<file path="src/rtl/max_sub_stage.sv">
// max_sub_stage
// Front end of the pseudo-softmax datapath. Collects one vector of N signed
// logits while tracking their maximum, then replays every element in arrival
// order together with its shift amount (max - x) for the power-of-two stage.
//
// Ports
//   clk        clock, rising edge
//   rst        synchronous reset, active high
//   in_valid   upstream element valid
//   in_ready   stage accepts an element (high only while collecting)
//   in_data    signed logit
//   out_valid  output pair valid (registered)
//   out_ready  downstream accepts pair
//   out_data   original logit, replayed in arrival order
//   out_shift  unsigned shift amount = max - x
//   out_idx    element index 0..N-1
//   out_last   high with element N-1
module max_sub_stage #(
    parameter int DATA_W = 8,
    parameter int N      = 4,
    parameter int IDX_W  = $clog2(N)
) (
    input  logic              clk,
    input  logic              rst,
    input  logic              in_valid,
    output logic              in_ready,
    input  logic [DATA_W-1:0] in_data,
    output logic              out_valid,
    input  logic              out_ready,
    output logic [DATA_W-1:0] out_data,
    output logic [DATA_W-1:0] out_shift,
    output logic [IDX_W-1:0]  out_idx,
    output logic              out_last
);

    typedef enum logic {S_COLLECT, S_EMIT} state_t;

    localparam logic [IDX_W-1:0] LAST = IDX_W'(N - 1);

    state_t            r_state, w_state_nxt;
    logic [IDX_W-1:0]  r_count, w_count_nxt;
    logic [DATA_W-1:0] r_max, w_max_nxt;
    logic [DATA_W-1:0] r_buf [N];

    logic              r_out_valid;
    logic [DATA_W-1:0] r_out_data;
    logic [DATA_W-1:0] r_out_shift;
    logic [IDX_W-1:0]  r_out_idx;
    logic              r_out_last;

    logic              w_in_acc;
    logic              w_out_acc;
    logic              w_load;      // present a new pair next cycle
    logic              w_drain;     // final pair accepted
    logic [IDX_W-1:0]  w_ld_idx;
    logic [DATA_W-1:0] w_ld_data;
    logic [DATA_W:0]   w_diff;
    logic              w_diff_unused;

    // Next-state / datapath control
    always_comb begin
        w_state_nxt = r_state;
        w_count_nxt = r_count;
        w_max_nxt   = r_max;
        w_in_acc    = 1'b0;
        w_out_acc   = 1'b0;
        w_load      = 1'b0;
        w_drain     = 1'b0;
        w_ld_idx    = '0;
        case (r_state)
            S_COLLECT: begin
                w_in_acc = in_valid;
                if (w_in_acc) begin
                    // Element 0 seeds the max so nothing carries over between vectors
                    if (r_count == '0 || $signed(in_data) > $signed(r_max))
                        w_max_nxt = in_data;
                    if (r_count == LAST) begin
                        w_count_nxt = '0;
                        w_state_nxt = S_EMIT;
                        w_load      = 1'b1;   // element 0 is already buffered (N >= 2)
                    end else begin
                        w_count_nxt = r_count + IDX_W'(1);
                    end
                end
            end
            S_EMIT: begin
                w_out_acc = r_out_valid && out_ready;
                w_ld_idx  = r_out_idx + IDX_W'(1);
                if (w_out_acc) begin
                    if (r_out_idx == LAST) begin
                        w_drain     = 1'b1;
                        w_state_nxt = S_COLLECT;
                    end else begin
                        w_load = 1'b1;
                    end
                end
            end
            default: w_state_nxt = S_COLLECT;
        endcase
    end

    // Shift computed one bit wider; max >= x keeps the result within DATA_W unsigned bits
    assign w_ld_data     = r_buf[w_ld_idx];
    assign w_diff        = {w_max_nxt[DATA_W-1], w_max_nxt} - {w_ld_data[DATA_W-1], w_ld_data};
    assign w_diff_unused = w_diff[DATA_W];

    always_ff @(posedge clk) begin
        if (rst) begin
            r_state     <= S_COLLECT;
            r_count     <= '0;
            r_max       <= '0;
            r_out_valid <= 1'b0;
            r_out_data  <= '0;
            r_out_shift <= '0;
            r_out_idx   <= '0;
            r_out_last  <= 1'b0;
        end else begin
            r_state <= w_state_nxt;
            r_count <= w_count_nxt;
            r_max   <= w_max_nxt;
            if (w_load) begin
                r_out_valid <= 1'b1;
                r_out_data  <= w_ld_data;
                r_out_shift <= w_diff[DATA_W-1:0];
                r_out_idx   <= w_ld_idx;
                r_out_last  <= (w_ld_idx == LAST);
            end else if (w_drain) begin
                r_out_valid <= 1'b0;
            end
        end
    end

    // Vector storage needs no reset: every slot is written before it is read
    always_ff @(posedge clk) begin
        if (w_in_acc)
            r_buf[r_count] <= in_data;
    end

    assign in_ready  = (r_state == S_COLLECT);
    assign out_valid = r_out_valid;
    assign out_data  = r_out_data;
    assign out_shift = r_out_shift;
    assign out_idx   = r_out_idx;
    assign out_last  = r_out_last;

endmodule

</file>
<file path="config.mk">
export PLATFORM = sky130hd
export DESIGN_NAME = max_sub_stage
export DESIGN_NICKNAME = d
export VERILOG_FILES = /design/src/rtl/max_sub_stage.sv
export SDC_FILE = /design/constraint.sdc
export NUM_CORES = 1
export LEC_CHECK = 0
export ABC_AREA = 1
export BUFFER_PORTS_ARGS = -buffer_cell sky130_fd_sc_hd__clkbuf_2
export CAP_MARGIN = 20
export CORE_ASPECT_RATIO = 1.25
export CORE_MARGIN = 2
export CORE_UTILIZATION = 40
export CTS_CLUSTER_DIAMETER = 40
export DETAILED_ROUTE_END_ITERATION = 8
export SLEW_MARGIN = 40
export SYNTH_ARGS = -nofsm -noshare
export SYNTH_HDL_FRONTEND = slang
export SYNTH_SLANG_ARGS = --single-unit
export TNS_END_PERCENT = 5
</file>
<file path="constraint.sdc">
create_clock -name clk -period 2.7 [get_ports clk]
set_clock_uncertainty 0.15 [all_clocks]
set_input_delay 0.27 -clock clk [delete_from_list [all_inputs] [get_ports clk]]
set_output_delay 0.27 -clock clk [all_outputs]
set_load 0.02 [all_outputs]
</file>
# Word level (Yosys, flattened, before mapping)
# Memory sizes are Yosys's and may differ from the RTL's.
# Index checks and enable logic that the tools add are counted.
[classes] add_sub_neg=3 n_mul=0 div_mod_pow=0 n_lt_le_gt_ge=1 n_eq_ne=3 n_shift=0 n_mux=20 bitwise=1 reduce_logical=5
[op_table] op="8-bit two-way mux" n=3
[op_table] op="1-bit two-way mux" n=13
[op_table] op="8-bit greater-than comparator" n=1
[op_table] op="8-bit subtractor" n=1
[op_table] op="2-bit equality test (second input constant)" n=3
[op_table] op="2-bit by 1-bit adder with 2-bit output (second input constant)" n=2
[op_table] op="2-bit two-way mux" n=2
[op_table] op="1-bit case mux with 2 select lines" n=2
[op_table] op="2-bit zero test" n=1
[op_table] op="2-bit AND reduction" n=1
[op_table] op="2-bit nonzero test" n=1
[op_table] op="1-bit logical AND" n=1
[op_table] op="1-bit logical OR" n=1
[op_table] op="1-bit NOT" n=1
[totals] regBits=31 latchBits=0 mem_bits_rw=32 rom_bits=0 in_bits=12 output_inout_bits=21 wordCells=42 memories=1
[memory_table] name="r_buf" words=4 width=8 rd=1 rd_ports_with_merged_regs=0 write_ports=1 line="43" text="logic [DATA_W-1:0] r_buf [N];"

# Depth between registers and ports, before layout
[logic_depth] depth_word=6 depth_mapped=26 mapped_depth_nobuf=25

# Worst setup path before layout
# No wires, ideal clock.
[synth_path] path_type="register to register" from="reg r_max[5]" to="reg r_out_shift[7] (netlist: out_shift[7])" setup_time_ps=114 t_arrival_ps=2688 required_time_ps=2436 path_slack_ps=-252 path_stages_with_launch=23 n_path_buf=1 synth_period_minus_slack_ps=2952 cell_sequence="dfxtp_1 -> inv_1 -> ha_1 -> a21oi_1 -> nor2_1 -> nor2_2 -> nand2_1 -> nand2_1 -> nand3_2 -> nand2_4 -> buf_6 -> nand2_1 -> o21ai_1 -> inv_1 -> ha_1 -> a21oi_1 -> o21ai_1 -> a31oi_1 -> inv_1 -> nand3_2 -> nand3_2 -> nor2_1 -> nor2_2"
[synth_between] elab_chain_len=6
[synth_lines] item="start, declared" line="42" text="logic [DATA_W-1:0] r_max, w_max_nxt;"
[synth_lines] item="start signal, assigned" line="120" text="r_max <= w_max_nxt;"
[synth_lines] item="8-bit greater-than comparator" line="75" text="if (r_count == '0 || $signed(in_data) > $signed(r_max))"
[synth_lines] item="1-bit logical OR" line="75"
[synth_lines] item="8-bit two-way mux" line="75"
[synth_lines] item="8-bit two-way mux" line="73" text="if (w_in_acc) begin"
[synth_lines] item="8-bit two-way mux" line="70" text="case (r_state)"
[synth_lines] item="via w_max_nxt[2]" line="42"
[synth_lines] item="8-bit subtractor" line="104" text="assign w_diff = {w_max_nxt[DATA_W-1], w_max_nxt} - {w_ld_data[DATA_W-1], w_ld_data};"
[synth_lines] item="end signal, assigned" line="124" text="r_out_shift <= w_diff[DATA_W-1:0];"
[synth_lines] item="end, declared" line="47" text="logic [DATA_W-1:0] r_out_shift;"
# The timed path passes the listed nets, and every way through them passes these cells.
# A chain may end at the register's enable or synchronous reset.

# Worst setup path after layout
[layout_path] from="reg r_max[5]" to="reg r_out_shift[6] (netlist: out_shift[6])"
[layout_between] elab_chain_len=6
[layout_lines] item="8-bit greater-than comparator" line="75"
[layout_lines] item="1-bit logical OR" line="75"
[layout_lines] item="8-bit two-way mux" line="75"
[layout_lines] item="8-bit two-way mux" line="73"
[layout_lines] item="8-bit two-way mux *" line="70"
[layout_lines] item="8-bit subtractor *" line="104"
# Mark *: on every way between the ends. The rest lies on a longest branch, timed or not.

==> results.py <==
metrics = {
    "worst_setup_path": {
        "worstSetupEndpointType": "flip-flop",
        "setup.worst_path.class": "flip-flop to flip-flop",
        "crit_required_ns": 2.78,
        "cp-start-kind": "flip-flop",
        "critPathArrivalTime_ns": 3.11,
        "path_max_fanout": 6,
    },
    "cells_and_area": {
        "area_delta_synth_final_pct": 40.10,
        "nets": 457,
        "layout-drive-gt1-share": 0.4219,
        "nFillCells": 598,
        "layout_commonest_cell": "buf_4",
        "final_cell_mix": "buf_4 (61), nand2_1 (50), inv_1 (43), clkbuf_2 (32), edfxtp_1 (32)",
        "antenna_cells": 0,
        "design_area_um2": 4293,
    },
    "global_routing": {
        "antenna_found_initial": 0,
        "grt_pass1_vias": 2431,
        "grt.total_usage": 0.1887,
        "grt_pass1_wl_um": 11560,
        "grt.overflow.total": 0,
        "grt_max_degree": 20,
    },
    "place": {
        "gp_congestion": 0.8400,
        "dpl.hpwl_um": 5388,
        "place_area_um2": 3699,
        "io_buffer_count": 32,
    },
    "sta": {
        "timing.final.crit_share": 1.121,
        "clock.fmax_mhz": 330.4,
        "setup_ws_ns": -0.3264,
        "setup_violations": 5,
        "finalHoldWorstSlack_ns": 0.05097,
        "finalMaxSlewViolations": 0,
        "rsz0062_at_grt": "true",
        "period_needed_ns": 3.026,
        "relSlewSlack": 0.4964,
        "tns_ns": -1.126,
        "finalHoldViolations": 0,
        "worst_slew_pin_slew_ns": 0.7526,
    },
    "synth": {
        "synth_seq_cells": 63,
        "synth_top_family_by_area": "simple AND/OR/NAND/NOR gates",
        "synth_mux_area_frac": 0,
        "synth-simple-area-share": 0.1580,
        "synth_cells": 327,
        "synthAdderAreaFrac": 0.08820,
        "synth-compound-area-share": 0.1372,
        "syn-num-nets": 360,
        "mappedNetlistArea_um2": 3064,
        "yosysWarnings": 0,
        "synthXorXnorAreaFrac": 0.01429,
        "avgSynthCellArea_um2": 9.371,
        "yosysUniqueCellTypes": 35,
        "ys_seq_area_frac": 0.5161,
    },
    "power": {
        "seq_power_share": 0.388,
        "p_per_area_nw_per_um2": 651.0,
        "leakage_nw": 1.902,
        "vdd_drop_max_v": 0.0003322,
        "p_sw_uw": 804.9,
        "p_int_mw": 1.990,
        "p_comb_frac": 0.301,
        "p_sw_frac": 0.2881,
        "clockPowerShare": 0.311,
    },
    "route": {
        "drt_iter0_markers": 150,
        "ant_nets": 0,
        "via_count": 2544,
        "wl_per_cell_um": 14.56,
        "dr.pass1.iters": 4,
        "drcViolationCount": 0,
        "viasPerCell": 4.883,
        "wl_um": 7585,
    },
    "clock_tree": {
        "clock_latency_ns": 0.34,
        "cts_tree": "built",
        "path_clk_slew_ns": 0.07,
        "cts_sinks": 63,
        "cts_buffers": 9,
        "hold_buffers": 0,
        "htree_levels": 3,
        "clock_path_buffers": 2,
        "clockRootBuffer": "clkbuf_8",
    },
    "status": {
        "status": "finished with violations",
        "violations": "negative setup slack",
    },
    "floorplan": {
        "start_util": 0.4140,
        "die_w_um": 82.29,
        "die_y_um": 101.9,
        "core_area_um2": 7401,
        "die_area_um2": 8381,
        "fp-row-count": 35,
        "ios": 33,
    },
    "job": {
        "drv_cap": 0,
    },
    "hold_path": {
        "hp-class": "input pin to flip-flop",
    },
}
[layout make-up]
class,instances,area [um^2],area share
Tap cell,92,115.1,0.02681
Clock buffer,12,135.1,0.03148
Multi-Input combinational cell,204,1553,0.3617
Sequential cell,63,1589,0.3702
Inverter,52,200.2,0.04663
Clock inverter,4,71.32,0.01661
Timing Repair Buffer,94,629.4,0.1466
[per-layer routing]
| metal | part of all wire | up-vias | GRT usage | routed length, um |
|---|---|---|---|---|
| li1 | - | 1284 | - | - |
| met5 | 0 | - | 0 | 0 |
| met4 | 0.019 | 0 | 0.07051 | 143 |
| met2 | 0.51 | 58 | 0.3300 | 3874 |
| met1 | 0.42 | 1191 | 0.2188 | 3222 |
| met3 | 0.045 | 11 | 0.04859 | 344 |
[path summary, 6_finish.rpt]
kind / start / endpoint / slack, ns / cells past startpoint
max: r_max[5] / out_shift[6] / -0.33 / 19
min: in_data[0] / r_buf[3][0] / 0.05 / 1
max reg2reg: r_max[5] / out_shift[6] / -0.33 / 19
min reg2reg: out_last / out_last / 0.32 / 2
[worst max-delay path: stages, from the launching register on]
cell and delay [ns]:
dfxtp_2 0.34, inv_2 0.04, ha_4 0.22, a21oi_4 0.16, nor2_2 0.05, nor2_2 0.16, nand2_2 0.07, nand2_2 0.09
nand3_4 0.10, nand2_4 0.11, buf_6 0.12, o21ai_4 0.07, ha_4 0.18, fa_2 0.37, o21ai_2 0.20, a21oi_2 0.08
o21bai_1 0.15, xor2_1 0.09, o21bai_1 0.15, inv_1 0.05
[logic make-up (layout without fill, tap and decap cells)]
family                   count (synthesis)  count (layout)
AO/OA/AOI/OAI                           74              74
XOR/XNOR                                 5               5
adder cells (fa/ha/maj)                 21              21
buffers and inverters                   61             162
flip-flops                              63              63
AND/OR/NAND/NOR                        103             104
[flip-flops by register name (all words and copies together) (netlist names)]
register   count
out_data       8
out_idx        2
out_last       1
out_shift      8
out_valid      1
r_buf         32
r_count        2
r_max          8
r_state        1
[Yosys cell counts (all sizes together)]
master | number | area (um^2)
o221ai | 1 | 8.760
o21ai | 33 | 168.9
nand2 | 60 | 254.0
a21oi | 24 | 123.9
inv | 52 | 200.2
fa | 1 | 20.02
dfxtp | 31 | 620.6
o22ai | 7 | 43.79
a22oi | 1 | 7.510
o21bai | 5 | 37.54
clkbuf | 1 | 3.750
nand3 | 14 | 90.09
xor2 | 5 | 43.79
ha | 20 | 250.2
a211oi | 1 | 7.510
a31oi | 1 | 6.260
o32ai | 1 | 16.27
edfxtp | 32 | 960.9
nor2 | 29 | 140.1
buf | 8 | 60.05
[through the flow]
step	total power, mW	worst slack (ns)	std cells	utilization
detailed placement	1.720	-0.5557	494	0.4997
finish	2.794	-0.3264	521	0.5801
floorplan	1.457	-0.1666	327	-
CTS	2.699	-0.1822	514	0.5552
global placement	1.710	-0.4732	494	0.4997
global route	2.932	-0.4750	521	0.5801
[power by group through the flow]
stage | clock network (mW) | logic (mW) | registers, mW
after floorplan | 0 | 0.354 | 1.10
after global placement | 0 | 0.613 | 1.10
after detailed placement | 0 | 0.623 | 1.10
after CTS | 0.883 | 0.735 | 1.08
after global routing | 0.920 | 0.925 | 1.09
final | 0.869 | 0.842 | 1.08
[repair_timing]
action	in CTS	in global routing
endpoints found under the setup margin	7	6
gates resized for setup	43	22
pin swaps	10	19
setup buffers	3	7
gates cloned	1	0
hold endpoints to repair	0	0
Note: power is estimated with default switching activity, not from simulation.
